## src/rtl/gb_cpu_common_pkg.sv

```systemverilog
// Shared types and constants for the gb_cpu fetch/decode front end:
// fetch FSM states, instruction length type and the hard-lock opcode list.
package gb_cpu_common_pkg;

  typedef enum logic [2:0] {
    F0   = 3'd0,
    F1   = 3'd1,
    F2   = 3'd2,
    HOLD = 3'd3,
    LOCK = 3'd4
  } fetch_state_e;

  typedef logic [1:0] instr_len_t;

  localparam logic [7:0] OP_PREFIX_CB = 8'hCB;

  localparam int unsigned NUM_HARD_LOCK = 11;
  localparam logic [8*NUM_HARD_LOCK-1:0] HARD_LOCK_OPS = {
    8'hD3, 8'hDB, 8'hDD, 8'hE3, 8'hE4, 8'hEB,
    8'hEC, 8'hED, 8'hF4, 8'hFC, 8'hFD
  };

  function automatic logic is_hard_lock(input logic [7:0] op);
    logic hit;
    hit = 1'b0;
    for (int i = 0; i < NUM_HARD_LOCK; i++) begin
      if (HARD_LOCK_OPS[i*8 +: 8] == op) begin
        hit = 1'b1;
      end else begin
        hit = hit;
      end
    end
    return hit;
  endfunction

endpackage

```

## src/rtl/gb_cpu_instr_len.sv

```systemverilog
// Combinational instruction sizer: byte0 -> length (1..3) and, when
// GB_CPU_FETCH_LOCK_EN is defined, the hard-lock opcode flag.
module gb_cpu_instr_len
  import gb_cpu_common_pkg::*;
(
  input  logic [7:0] byte0,
  output instr_len_t len
`ifdef GB_CPU_FETCH_LOCK_EN
  ,
  output logic       hard_lock
`endif
);

  // Opcode-class decode; masks pick out the register-field wildcards.
  always_comb begin
    if (((byte0 & 8'hCF) == 8'h01) || (byte0 == 8'h08) ||
        ((byte0 & 8'hE7) == 8'hC2) || (byte0 == 8'hC3) ||
        ((byte0 & 8'hE7) == 8'hC4) || (byte0 == 8'hCD) ||
        (byte0 == 8'hEA) || (byte0 == 8'hFA)) begin
      len = 2'd3;
    end else if (((byte0 & 8'hC7) == 8'h06) || (byte0 == 8'h10) ||
                 (byte0 == 8'h18) || ((byte0 & 8'hE7) == 8'h20) ||
                 ((byte0 & 8'hC7) == 8'hC6) || (byte0 == 8'hE0) ||
                 (byte0 == 8'hF0) || (byte0 == 8'hE8) ||
                 (byte0 == 8'hF8) || (byte0 == OP_PREFIX_CB)) begin
      len = 2'd2;
    end else begin
      len = 2'd1;
    end
  end

`ifdef GB_CPU_FETCH_LOCK_EN
  assign hard_lock = is_hard_lock(byte0);
`endif

endmodule

```

## src/rtl/gb_cpu_fetch.sv

```systemverilog
// Instruction fetch/assembly stage feeding gb_cpu_decoder. Optional hard-lock
// behaviour on illegal opcodes is built when GB_CPU_FETCH_LOCK_EN is defined.
module gb_cpu_fetch
  import gb_cpu_common_pkg::*;
#(
  parameter logic [15:0] RESET_PC = 16'h0000
) (
  input  logic        clk,
  input  logic        rst_n,
  output logic        mem_rd_req,
  output logic [15:0] mem_addr,
  input  logic        mem_rd_ack,
  input  logic [7:0]  mem_rd_data,
  input  logic        redirect_vld,
  input  logic [15:0] redirect_pc,
  output logic        instr_vld,
  input  logic        instr_rdy,
  output logic [23:0] instr,
  output logic [1:0]  instr_len,
  output logic [15:0] instr_pc,
  output logic        locked
);

  fetch_state_e state_r, state_n;
  logic [15:0]  pc_r, pc_n, addr_r, addr_n, ipc_r, ipc_n;
  logic         flush_r, flush_n, req_r, req_n, vld_r, vld_n;
  logic [23:0]  instr_r, instr_n;
  instr_len_t   len_r, len_n, len_s;
  logic         ack_s;
  logic [15:0]  pc_inc_s;

  assign ack_s    = mem_rd_ack & req_r;
  assign pc_inc_s = pc_r + 16'd1;

`ifdef GB_CPU_FETCH_LOCK_EN
  logic hard_lock_s, pend_r, pend_n, lock_r;

  gb_cpu_instr_len u_len (
    .byte0     (mem_rd_data),
    .len       (len_s),
    .hard_lock (hard_lock_s)
  );
`else
  gb_cpu_instr_len u_len (
    .byte0 (mem_rd_data),
    .len   (len_s)
  );
`endif

  // Next-state, fetch request and instruction assembly.
  always_comb begin
    state_n = state_r;
    pc_n    = pc_r;
    addr_n  = addr_r;
    flush_n = flush_r;
    req_n   = req_r;
    vld_n   = vld_r;
    instr_n = instr_r;
    len_n   = len_r;
    ipc_n   = ipc_r;
`ifdef GB_CPU_FETCH_LOCK_EN
    pend_n  = pend_r;
    if (state_r == LOCK) begin
      req_n = 1'b0;
      vld_n = 1'b0;
    end else
`endif
    if (redirect_vld) begin
      state_n = F0;
      pc_n    = redirect_pc;
      vld_n   = 1'b0;
      // An in-flight read must finish at its old address; its data is dropped.
      if (req_r && !mem_rd_ack) begin
        flush_n = 1'b1;
      end else begin
        flush_n = 1'b0;
        req_n   = 1'b1;
        addr_n  = redirect_pc;
      end
    end else if (flush_r) begin
      if (ack_s) begin
        flush_n = 1'b0;
        addr_n  = pc_r;
      end else begin
        flush_n = 1'b1;
      end
    end else begin
      case (state_r)
        F0: begin
          if (ack_s) begin
            instr_n = {mem_rd_data, 16'h0000};
            len_n   = len_s;
            ipc_n   = addr_r;
            pc_n    = pc_inc_s;
`ifdef GB_CPU_FETCH_LOCK_EN
            pend_n  = hard_lock_s;
`endif
            if (len_s == 2'd1) begin
              state_n = HOLD;
              req_n   = 1'b0;
              vld_n   = 1'b1;
            end else begin
              state_n = F1;
              addr_n  = pc_inc_s;
            end
          end else begin
            req_n  = 1'b1;
            addr_n = pc_r;
          end
        end
        F1: begin
          if (ack_s) begin
            instr_n[15:8] = mem_rd_data;
            pc_n          = pc_inc_s;
            if (len_r == 2'd2) begin
              state_n = HOLD;
              req_n   = 1'b0;
              vld_n   = 1'b1;
            end else begin
              state_n = F2;
              addr_n  = pc_inc_s;
            end
          end else begin
            req_n = 1'b1;
          end
        end
        F2: begin
          if (ack_s) begin
            instr_n[7:0] = mem_rd_data;
            pc_n         = pc_inc_s;
            state_n      = HOLD;
            req_n        = 1'b0;
            vld_n        = 1'b1;
          end else begin
            req_n = 1'b1;
          end
        end
        HOLD: begin
          if (instr_rdy) begin
            vld_n = 1'b0;
`ifdef GB_CPU_FETCH_LOCK_EN
            if (pend_r) begin
              state_n = LOCK;
              req_n   = 1'b0;
            end else begin
              state_n = F0;
              req_n   = 1'b1;
              addr_n  = pc_r;
            end
`else
            state_n = F0;
            req_n   = 1'b1;
            addr_n  = pc_r;
`endif
          end else begin
            vld_n = 1'b1;
          end
        end
        default: begin
          state_n = F0;
          req_n   = 1'b0;
          vld_n   = 1'b0;
        end
      endcase
    end
  end

  // State and output registers.
  always_ff @(posedge clk or negedge rst_n) begin
    if (!rst_n) begin
      state_r <= F0;
      pc_r    <= RESET_PC;
      addr_r  <= RESET_PC;
      flush_r <= 1'b0;
      req_r   <= 1'b0;
      vld_r   <= 1'b0;
      instr_r <= 24'h000000;
      len_r   <= 2'd1;
      ipc_r   <= 16'h0000;
    end else begin
      state_r <= state_n;
      pc_r    <= pc_n;
      addr_r  <= addr_n;
      flush_r <= flush_n;
      req_r   <= req_n;
      vld_r   <= vld_n;
      instr_r <= instr_n;
      len_r   <= len_n;
      ipc_r   <= ipc_n;
    end
  end

`ifdef GB_CPU_FETCH_LOCK_EN
  // Hard-lock bookkeeping.
  always_ff @(posedge clk or negedge rst_n) begin
    if (!rst_n) begin
      pend_r <= 1'b0;
      lock_r <= 1'b0;
    end else begin
      pend_r <= pend_n;
      lock_r <= (state_n == LOCK);
    end
  end

  assign locked = lock_r;
`else
  assign locked = 1'b0;
`endif

  assign mem_rd_req = req_r;
  assign mem_addr   = addr_r;
  assign instr_vld  = vld_r;
  assign instr      = instr_r;
  assign instr_len  = len_r;
  assign instr_pc   = ipc_r;

endmodule
```

## config.mk

```make
export PLATFORM = sky130hd
export DESIGN_NAME = gb_cpu_fetch
export DESIGN_NICKNAME = d
export VERILOG_FILES = /design/src/rtl/gb_cpu_common_pkg.sv /design/src/rtl/gb_cpu_instr_len.sv /design/src/rtl/gb_cpu_fetch.sv
export SDC_FILE = /design/constraint.sdc
export NUM_CORES = 1
export LEC_CHECK = 0
export ABC_AREA = 1
export BUFFER_PORTS_ARGS = -buffer_cell sky130_fd_sc_hd__buf_2
export CORE_MARGIN = 10
export CORE_UTILIZATION = 30
export DETAILED_ROUTE_END_ITERATION = 7
export PLACE_DENSITY_LB_ADDON = 0.3
export SYNTH_ARGS = -nofsm -noshare
export SYNTH_HDL_FRONTEND = slang
export SYNTH_HIERARCHICAL = 1
export SYNTH_SLANG_ARGS = --single-unit
```

## constraint.sdc

```tcl
create_clock -name clk -period 2.7 [get_ports clk]
set_input_delay 0.135 -clock clk [delete_from_list [all_inputs] [get_ports clk]]
set_output_delay 0.135 -clock clk [all_outputs]
set_load 0.1 [all_outputs]
```

==> metrics.cfg <==
[timing]
finalSetupTns_ns=0
setup_violations=0
period_share_pct=74.9
worst_slew_pin_slew_ns=1.03
slew_headroom_pct=31.6
holdWs_ns=-0.0450
rsz0062_at_grt=no
drv_slew=0
post-route-min-period_ns=2.02
fin_skew_ns=0.00750
hold_viol_final=34
max_freq_mhz=495

[cells_and_area]
fin_cells=865
layout_common_cells=nand2_1 (167), buf_2 (87), dfrtp_1 (78), inv_1 (73), o21ai_0 (60)
mostFrequentLayoutCell=nand2_1
area_delta_synth_final_pct=20.8
diodes=0
layout-drive-gt1-share_pct=20.6
fin_nets=711

[place]
dp.cells=849
io_buffers=88
dpl.hpwl_um=9240
gp_congestion=0.846

[clock_tree]
tritoncts=done
worstSkewPairLatency_ns=0.34
clock-sinks=79
clockBufferDepth=2
cts_setup_buffers=0
cts-buffers-inserted=9
clkTransAtPathRegs_ns=0.06
ctsResizeCount=0
cts_root_buf=clkbuf_16
hold_buffers=0
htreeDepth=3

[floorplan]
row_count=44
ios=90
initial_core_util_pct=30.5
coreArea_mm2=0.0145
die_h_um=142
chipWidth_um=142
dieArea_mm2=0.0200

[critical_path]
r2r_cells=5
crit_arrival_ns=2.27
rr_startpoint=flush_r
worstPathRequired_ns=2.95
endpoint_kind=register
crit_path_start_kind=register
regToRegSetupSlack_ns=0.68
critPathKind=register to register
reg2reg_to=pc_r[4]
worstPathMaxFanout=17

[synthesis]
synth_nets=627
netlist_area_mm2=0.00443
yosysWarnings=6
ys_seq_elements=79
syn_avg_cell_area_um2=7.49
synthCells=592
synth_cell_types=39
yosysSeqAreaShare_pct=44.6

[worst_hold_path]
hp-class=input pin to asynchronous set/reset pin

[routing]
wl_um=12700
wl_per_cell_um=14.7
drt_iter0_drc=281
drcViolationCount=0
drt_pass1_iterations=5
via_count=4089
routed_via_density=4.73
ant_nets=0

[global_routing]
grt_start_max_net_pins=80
grt_pass1_vias=4155
grt_pass1_wl_um=20900
track_usage_pct=12.7
gr-total-overflow=0
groute.layer.met2.usage_pct=20.4
use_met1_pct=16.0
top_usage_layer=met2
use_met3_pct=3.84
antenna_found_initial=0

[status]
outcome=finished, violations left
violations=hold timing

[job]
max-cap-violations=0

-- cell usage after synthesis, drive strengths merged --
| cell type | number | area share (%) |
|---|---|---|
| ha | 6 | 1.7 |
| nor3 | 3 | 0.45 |
| buf | 9 | 1.7 |
| o21ai | 61 | 7.0 |
| nand2 | 174 | 15 |
| xor2 | 5 | 0.99 |
| nor2 | 61 | 5.9 |
| dfrtp | 78 | 44 |
| a22oi | 3 | 0.51 |
| o31ai | 2 | 0.45 |
| nand4 | 5 | 0.71 |
| o22ai | 11 | 1.6 |
| a21boi | 12 | 2.0 |
| a21oi | 11 | 1.6 |
| o221ai | 4 | 0.79 |
| nand3 | 38 | 4.5 |
| conb | 1 | 0.085 |
| xnor2 | 1 | 0.20 |
| o211ai | 7 | 1.2 |
| inv | 81 | 7.0 |
| dfstp | 1 | 0.59 |
| or2 | 1 | 0.14 |
| a31oi | 5 | 0.71 |
| clkbuf | 12 | 1.0 |
-- metrics by stage --
stage	area (µm²)	setup slack (ns)	util [%]
final	5360	0.679	36.8
after global routing	5360	0.528	36.8
after CTS	5360	0.691	36.8
after detailed placement	5030	0.724	34.6
after global placement	5030	0.764	34.6
after floorplan	4430	0.602	-
-- worst max path at each step --
stage / startpoint / to / slack [ns] / cells after the start
4_1_cts: state_r[1] / mem_addr[3] / 0.69 / 10
2_1_floorplan: mem_rd_req / mem_addr[0] / 0.60 / 9
3_3_place_gp: flush_r / pc_r[1] / 0.76 / 5
6_report: flush_r / pc_r[4] / 0.68 / 5
3_5_place_dp: redirect_vld / mem_addr[14] / 0.72 / 9
5_1_grt: state_r[1] / mem_addr[4] / 0.53 / 9
-- registers in the layout (all words and copies together) (netlist names) --
signal,cells
instr,24
instr_pc,16
mem_addr,16
pc_r,16
instr_len,2
state_r,2
flush_r,1
instr_vld,1
mem_rd_req,1
-- critical path, cell delays in order (launching register included) --
cell	delay [ns]
dfrtp_1	0.52
nor2_8	0.30
nand2_4	0.17
nor2_1	0.48
inv_1	0.21
o221ai_1	0.24
-- final cells by class --
| type | instances | area, µm² |
|---|---|---|
| repair buffers | 94 | 488 |
| fillers | 1591 | 9180 |
| well taps | 184 | 230 |
| flip-flops and latches | 79 | 1980 |
| multi-input cells | 411 | 2030 |
| inverters | 81 | 309 |
| clock inverters | 6 | 83.8 |
| clock buffers | 10 | 239 |
-- cells by family after synthesis --
group / share of synthesized area (%)
AO/OA/AOI/OAI: 15.8
XOR/XNOR: 1.19
adder cells (fa/ha/maj): 1.69
buffers and inverters: 9.68
flip-flops: 44.6
other: 0.0846
AND/OR/NAND/NOR: 27.0
-- routing by layer --
metal	part of all wire (%)	routed length [µm]	vias up
met1	46	5820	1904
met2	46	5790	106
met3	7.2	910	14
met4	1.4	175	0
li1	-	-	2065
met5	0	0	-
Power is not shown: default switching activity piles up to over one toggle a cycle in this logic, so the estimate is an artifact.
